## config.mk

```make
export PLATFORM = sky130hd
export DESIGN_NAME = fir_shift_add_pipe
export DESIGN_NICKNAME = d
export VERILOG_FILES = /design/src/rtl/fir_shift_add_pipe.sv
export SDC_FILE = /design/constraint.sdc
export NUM_CORES = 1
export LEC_CHECK = 0
export ABC_AREA = 1
export CAP_MARGIN = 20
export CORE_AREA = 2 2 209 108
export DETAILED_ROUTE_END_ITERATION = 10
export DIE_AREA = 0 0 211 110
export PLACE_DENSITY = 0.73
export SYNTH_ARGS = -nofsm -noshare
export SYNTH_HDL_FRONTEND = slang
export SYNTH_SLANG_ARGS = --single-unit
```

## constraint.sdc

```tcl
create_clock -name clk -period 8.4 [get_ports clk]
set_input_delay 0.84 -clock clk [delete_from_list [all_inputs] [get_ports clk]]
set_output_delay 0.84 -clock clk [all_outputs]
set_load 0.005 [all_outputs]
```

## src/rtl/fir_shift_add_pipe.sv

```systemverilog
// Shift-and-add FIR: sum of enabled taps d[k] >> shift[k]; FIR_SAT_EN selects saturating vs wrapping output.
// Latency: sample accepted in cycle N appears on dataout with a one-cycle out_valid pulse during cycle N+2.
// Backpressure: none; one sample per cycle may be accepted, with holes marked by in_valid=0.
module fir_shift_add_pipe #(
    parameter int DATA_W  = 16,
    parameter int TAPS    = 5,
    parameter int SHIFT_W = 5
) (
    input  logic               clk,
    input  logic               rst,
    input  logic               clr,
    input  logic               in_valid,
    input  logic [DATA_W-1:0]  x,
    input  logic               coef_we,
    input  logic [3:0]         coef_addr,
    input  logic [SHIFT_W-1:0] coef_shift,
    input  logic               coef_tap_en,
    output logic               out_valid,
    output logic [DATA_W-1:0]  dataout,
    output logic               primed
);

    localparam int ACC_W = DATA_W + $clog2(TAPS);
    localparam int CNT_W = $clog2(TAPS + 1);

    logic [DATA_W-1:0]  d [TAPS];
    logic [SHIFT_W-1:0] shift_tab [TAPS];
    logic [TAPS-1:0]    en_tab;
    logic [CNT_W-1:0]   count;
    logic               s1_vld;
    logic [ACC_W-1:0]   sum;
    logic [DATA_W-1:0]  result;

    // Stage 1: delay line; a clr wins over a coincident sample, which is dropped.
    always_ff @(posedge clk) begin
        if (rst || clr) begin
            for (int k = 0; k < TAPS; k++) begin
                d[k] <= '0;
            end
            s1_vld <= 1'b0;
            count  <= '0;
        end else begin
            s1_vld <= in_valid;
            if (in_valid) begin
                d[0] <= x;
                for (int k = 1; k < TAPS; k++) begin
                    d[k] <= d[k-1];
                end
                if (count != CNT_W'(TAPS)) begin
                    count <= count + 1'b1;
                end
            end
        end
    end

    // Tap tables survive clr; addresses at or beyond TAPS match no entry.
    always_ff @(posedge clk) begin
        if (rst) begin
            for (int k = 0; k < TAPS; k++) begin
                shift_tab[k] <= SHIFT_W'(TAPS - k);
            end
            en_tab <= '1;
        end else if (coef_we) begin
            for (int k = 0; k < TAPS; k++) begin
                if (coef_addr == 4'(k)) begin
                    shift_tab[k] <= coef_shift;
                    en_tab[k]    <= coef_tap_en;
                end
            end
        end
    end

    always_comb begin
        sum = '0;
        for (int k = 0; k < TAPS; k++) begin
            if (en_tab[k] && ({{(32-SHIFT_W){1'b0}}, shift_tab[k]} < 32'(DATA_W))) begin
                sum = sum + ACC_W'(d[k] >> shift_tab[k]);
            end
        end
    end

`ifdef FIR_SAT_EN
    always_comb begin
        result = DATA_W'(sum);
        if (sum > ACC_W'({DATA_W{1'b1}})) begin
            result = '1;
        end
    end
`else
    always_comb begin
        result = DATA_W'(sum);
    end
`endif

    // Stage 2: result register holds its value between valid results.
    always_ff @(posedge clk) begin
        if (rst || clr) begin
            out_valid <= 1'b0;
            dataout   <= '0;
        end else begin
            out_valid <= s1_vld;
            if (s1_vld) begin
                dataout <= result;
            end
        end
    end

    assign primed = (count == CNT_W'(TAPS));

endmodule

```

==> key figures <==
Status
  – Status: finished, final reports clean

Synth
  – Syn Nets: 1783
  – Mapped Area: 11600 sq um
  – Post-synth EDFFs: 105
  – Top cells by area, synth: edfxtp_1, nand2_1, inv_1, ha_1, o21ai_0
  – Synth Instances: 1686
  – Number of unique standard cell types used by synthesis: 56
  – Synthesis Warnings: 0
  – Flops & latches, synth: 131
  – Post-synth top area share: 27.2%
  – Syn avg cell area: 6.87 sq um
  – Area leader, netlist: edfxtp_1
  – Post-synth top flop: edfxtp_1
  – Sequential area share after synthesis: 31.7%
  – Post-synth ARST share: 0%

Critical path
  – Crit path launch type: flip-flop
  – Top Family by Delay on Critical Path: simple AND/OR/NAND/NOR gates
  – Crit-path max FO: 31
  – Setup crit end kind: flip-flop
  – Crit-path max cell delay: 0.87 ns
  – Setup Crit Path Kind: flip-flop to flip-flop
  – Critical-path top delay cell: edfxtp_1
  – CP Buf/Inv Count: 4
  – Most used cell, CP: nand2_1
  – CP Data Required Time: 8.74 ns
  – WP data arrival: 7.97 ns
  – Register-to-register setup slack: 0.77 ns

Die
  – Die Y-Extent: 110 um
  – Die X: 211 um
  – Core Area: 21300 sq um
  – Die area: 23200 sq um
  – I/O pin count: 49
  – Row count: 38
  – Initial Utilization: 54.3%

Place
  – IO Port Bufs: 48
  – Placed cell area: 12200 sq um
  – Dpl ws: 0.952 ns
  – Inst Count DP: 1959
  – Routability cong.: 0.977
  – Post-DP HPWL: 28200 um

STA
  – RSZ-0062 raised after global routing: false
  – Fmax: 131 MHz
  – Final Cycle Share: 90.9%
  – Slew Limit Fails: 0
  – Slew headroom: 38.4%
  – Worst Tran Pin Value: 0.924 ns
  – Hold Vio Cnt, Final: 0
  – Setup ws final: 0.767 ns
  – Sum of negative setup slack: 0 ns
  – # setup viols final: 0
  – Clock Skew: 0.0102 ns
  – Minimum clock period: 7.63 ns

Finish
  – Reg area: 3670 sq um
  – Post-layout util: 59.9%
  – N_diodes: 0
  – Share of cells above drive strength 1: 7.01%
  – Synth-to-layout area growth: 10.3%
  – Fin cells: 1993
  – Final #Nets: 1797
  – Post-route cell area: 12800 sq um
  – Fill cell count: 2021
  – Area of the multi-input gates: 6760 sq um

Clock network
  – CTS buffer count: 17
  – # resized after CTS: 0
  – CTS Buffer Depth: 2
  – # hold bufs at CTS: 0
  – Clock root cell: clkbuf_16
  – Later-pin clock latency in the skew report: 0.44 ns
  – H-tree depth: 4
  – CTS tree: built
  – CTS clk-pin slew, worst paths: 0.07 ns
  – Clock net sink count: 131
  – # Post-CTS Setup Buffers: 0

Power and ir drop
  – Maximum VDD drop: 160 uV
  – Pwr dens: 166 nW/um^2
  – Lkg Pwr: 0.00578 uW

Route
  – DRT iter0 DRCs: 1725
  – DR DRC count: 0
  – Routed Antenna Nets: 0
  – Avg Vias per Cell: 5.74
  – Initial DRT Pass Iterations: 6
  – Vias post-DR: 11400
  – Post-Route WL: 35700 um
  – Routed len/inst: 17.9 um

Worst hold path
  – HP Class: flip-flop to flip-flop

Job
  – Max Cap Viol: 0

Global routing
  – Gr usage total: 31.4%
  – Largest net degree at the start of global routing: 81
  – Vias in the first global route: 9818
  – First-pass GRT wire length: 55100 um
  – GRT overflow: 0
  – Initial antenna violation count: 0
-- registers in the layout, summed over array words and instances (netlist names) --
register / flops
d: 80
shift_tab: 25
dataout: 16
en_tab: 5
count: 3
out_valid: 1
s1_vld: 1
-- final timing paths --
kind                                 startpoint           to  cells after the start
worst max-delay path            shift_tab[0][5]  dataout[15]                     45
worst min-delay path                 dataout[6]   dataout[6]                      2
worst max register to register  shift_tab[0][5]  dataout[15]                     45
worst min register to register       dataout[6]   dataout[6]                      2
-- stage by stage --
| step | total power [uW] | hold slack (ns) |
|---|---|---|
| final | 2120 | 0.468 |
| after global routing | 2220 | 0.484 |
| after CTS | 2100 | 0.468 |
| after detailed placement | 1370 | 0.458 |
| after global placement | 1360 | 0.455 |
| after floorplan | 1220 | 0.446 |
-- cells in the final DEF (no fill, tap or decap), types with 24 or more instances in the layout --
cell	synthesis	routed
a21oi_1	92	92
clkdlybuf4s50_1	0	48
dfxtp_1	26	26
edfxtp_1	105	105
ha_1	62	62
inv_1	209	209
nand2_1	454	453
nand3_1	104	104
nor2_1	171	171
o21ai_0	131	131
o21ai_1	35	35
xor2_1	24	24
-- cell type report --
class                      count  share of cell area (%)
inverter                     227                    6.73
tap                          280                    2.74
clock inverter                14                    1.02
timing repair buffer          56                    4.54
clock buffer                  18                    3.36
multi-input combinational   1267                    52.9
sequential                   131                    28.7
-- Yosys cell counts (4+ instances only) --
| cell type | number |
|---|---|
| o31ai_1 | 9 |
| clkinv_1 | 4 |
| nor2_2 | 4 |
| nor3_1 | 13 |
| inv_2 | 12 |
| o211ai_1 | 17 |
| mux2i_1 | 14 |
| buf_6 | 6 |
| nand2_1 | 454 |
| a31oi_1 | 9 |
| a21oi_1 | 92 |
| nand3b_1 | 4 |
| o21bai_1 | 8 |
| or2_2 | 4 |
| xnor2_1 | 13 |
| a211oi_1 | 4 |
| xor2_1 | 24 |
| nor2_1 | 171 |
| nand3_1 | 104 |
| o21ai_0 | 131 |
| fa_1 | 4 |
| a21o_1 | 6 |
| edfxtp_1 | 105 |
| nand2_2 | 9 |
| o21ai_2 | 22 |
| inv_1 | 209 |
| o21a_1 | 5 |
| ha_1 | 62 |
| buf_2 | 13 |
| clkbuf_1 | 37 |
| nand4_1 | 6 |
| dfxtp_1 | 26 |
| o21ai_1 | 35 |
| a21oi_2 | 4 |
| nand3_2 | 12 |
-- where the power goes --
group / leakage, uW / internal [uW] / switching [uW]
logic: 0.00413 / 210 / 407
clock network: 0.000264 / 411 / 323
registers: 0.00138 / 730 / 38.6
-- worst register-to-register path, delay by kind of cell, from the launching register on --
kind                     cells  cell delay, ns
AO/OA/AOI/OAI               10            1.93
multiplexers                 1            0.22
flip-flops                   1            0.87
XOR/XNOR                     3            0.44
adder cells (fa/ha/maj)      5            1.84
AND/OR/NAND/NOR             22            1.97
buffers and inverters        4            0.26
-- cell families (layout without fill, tap and decap cells) --
group	after synthesis	in the layout	share of synthesized area, %
adders and majority gates	66	66	7.39
AOI/OAI and AO/OA	357	357	18.0
xor gates and xnor gates	37	37	2.80
DFF	131	131	31.7
buffers and inverters	288	315	10.0
and+or+nand+nor	793	793	28.8
muxes	14	14	1.21
-- metal layers --
layer | vias to the layer above | global-route usage (%) | routed length (um)
met5 | - | 0 | 0
met4 | 0 | 5.08 | 295
met3 | 22 | 10.1 | 4710
met2 | 597 | 38.7 | 12600
met1 | 5220 | 51.3 | 18100
li1 | 5609 | - | -
No activity file was read; power rests on OpenSTA's default activity.
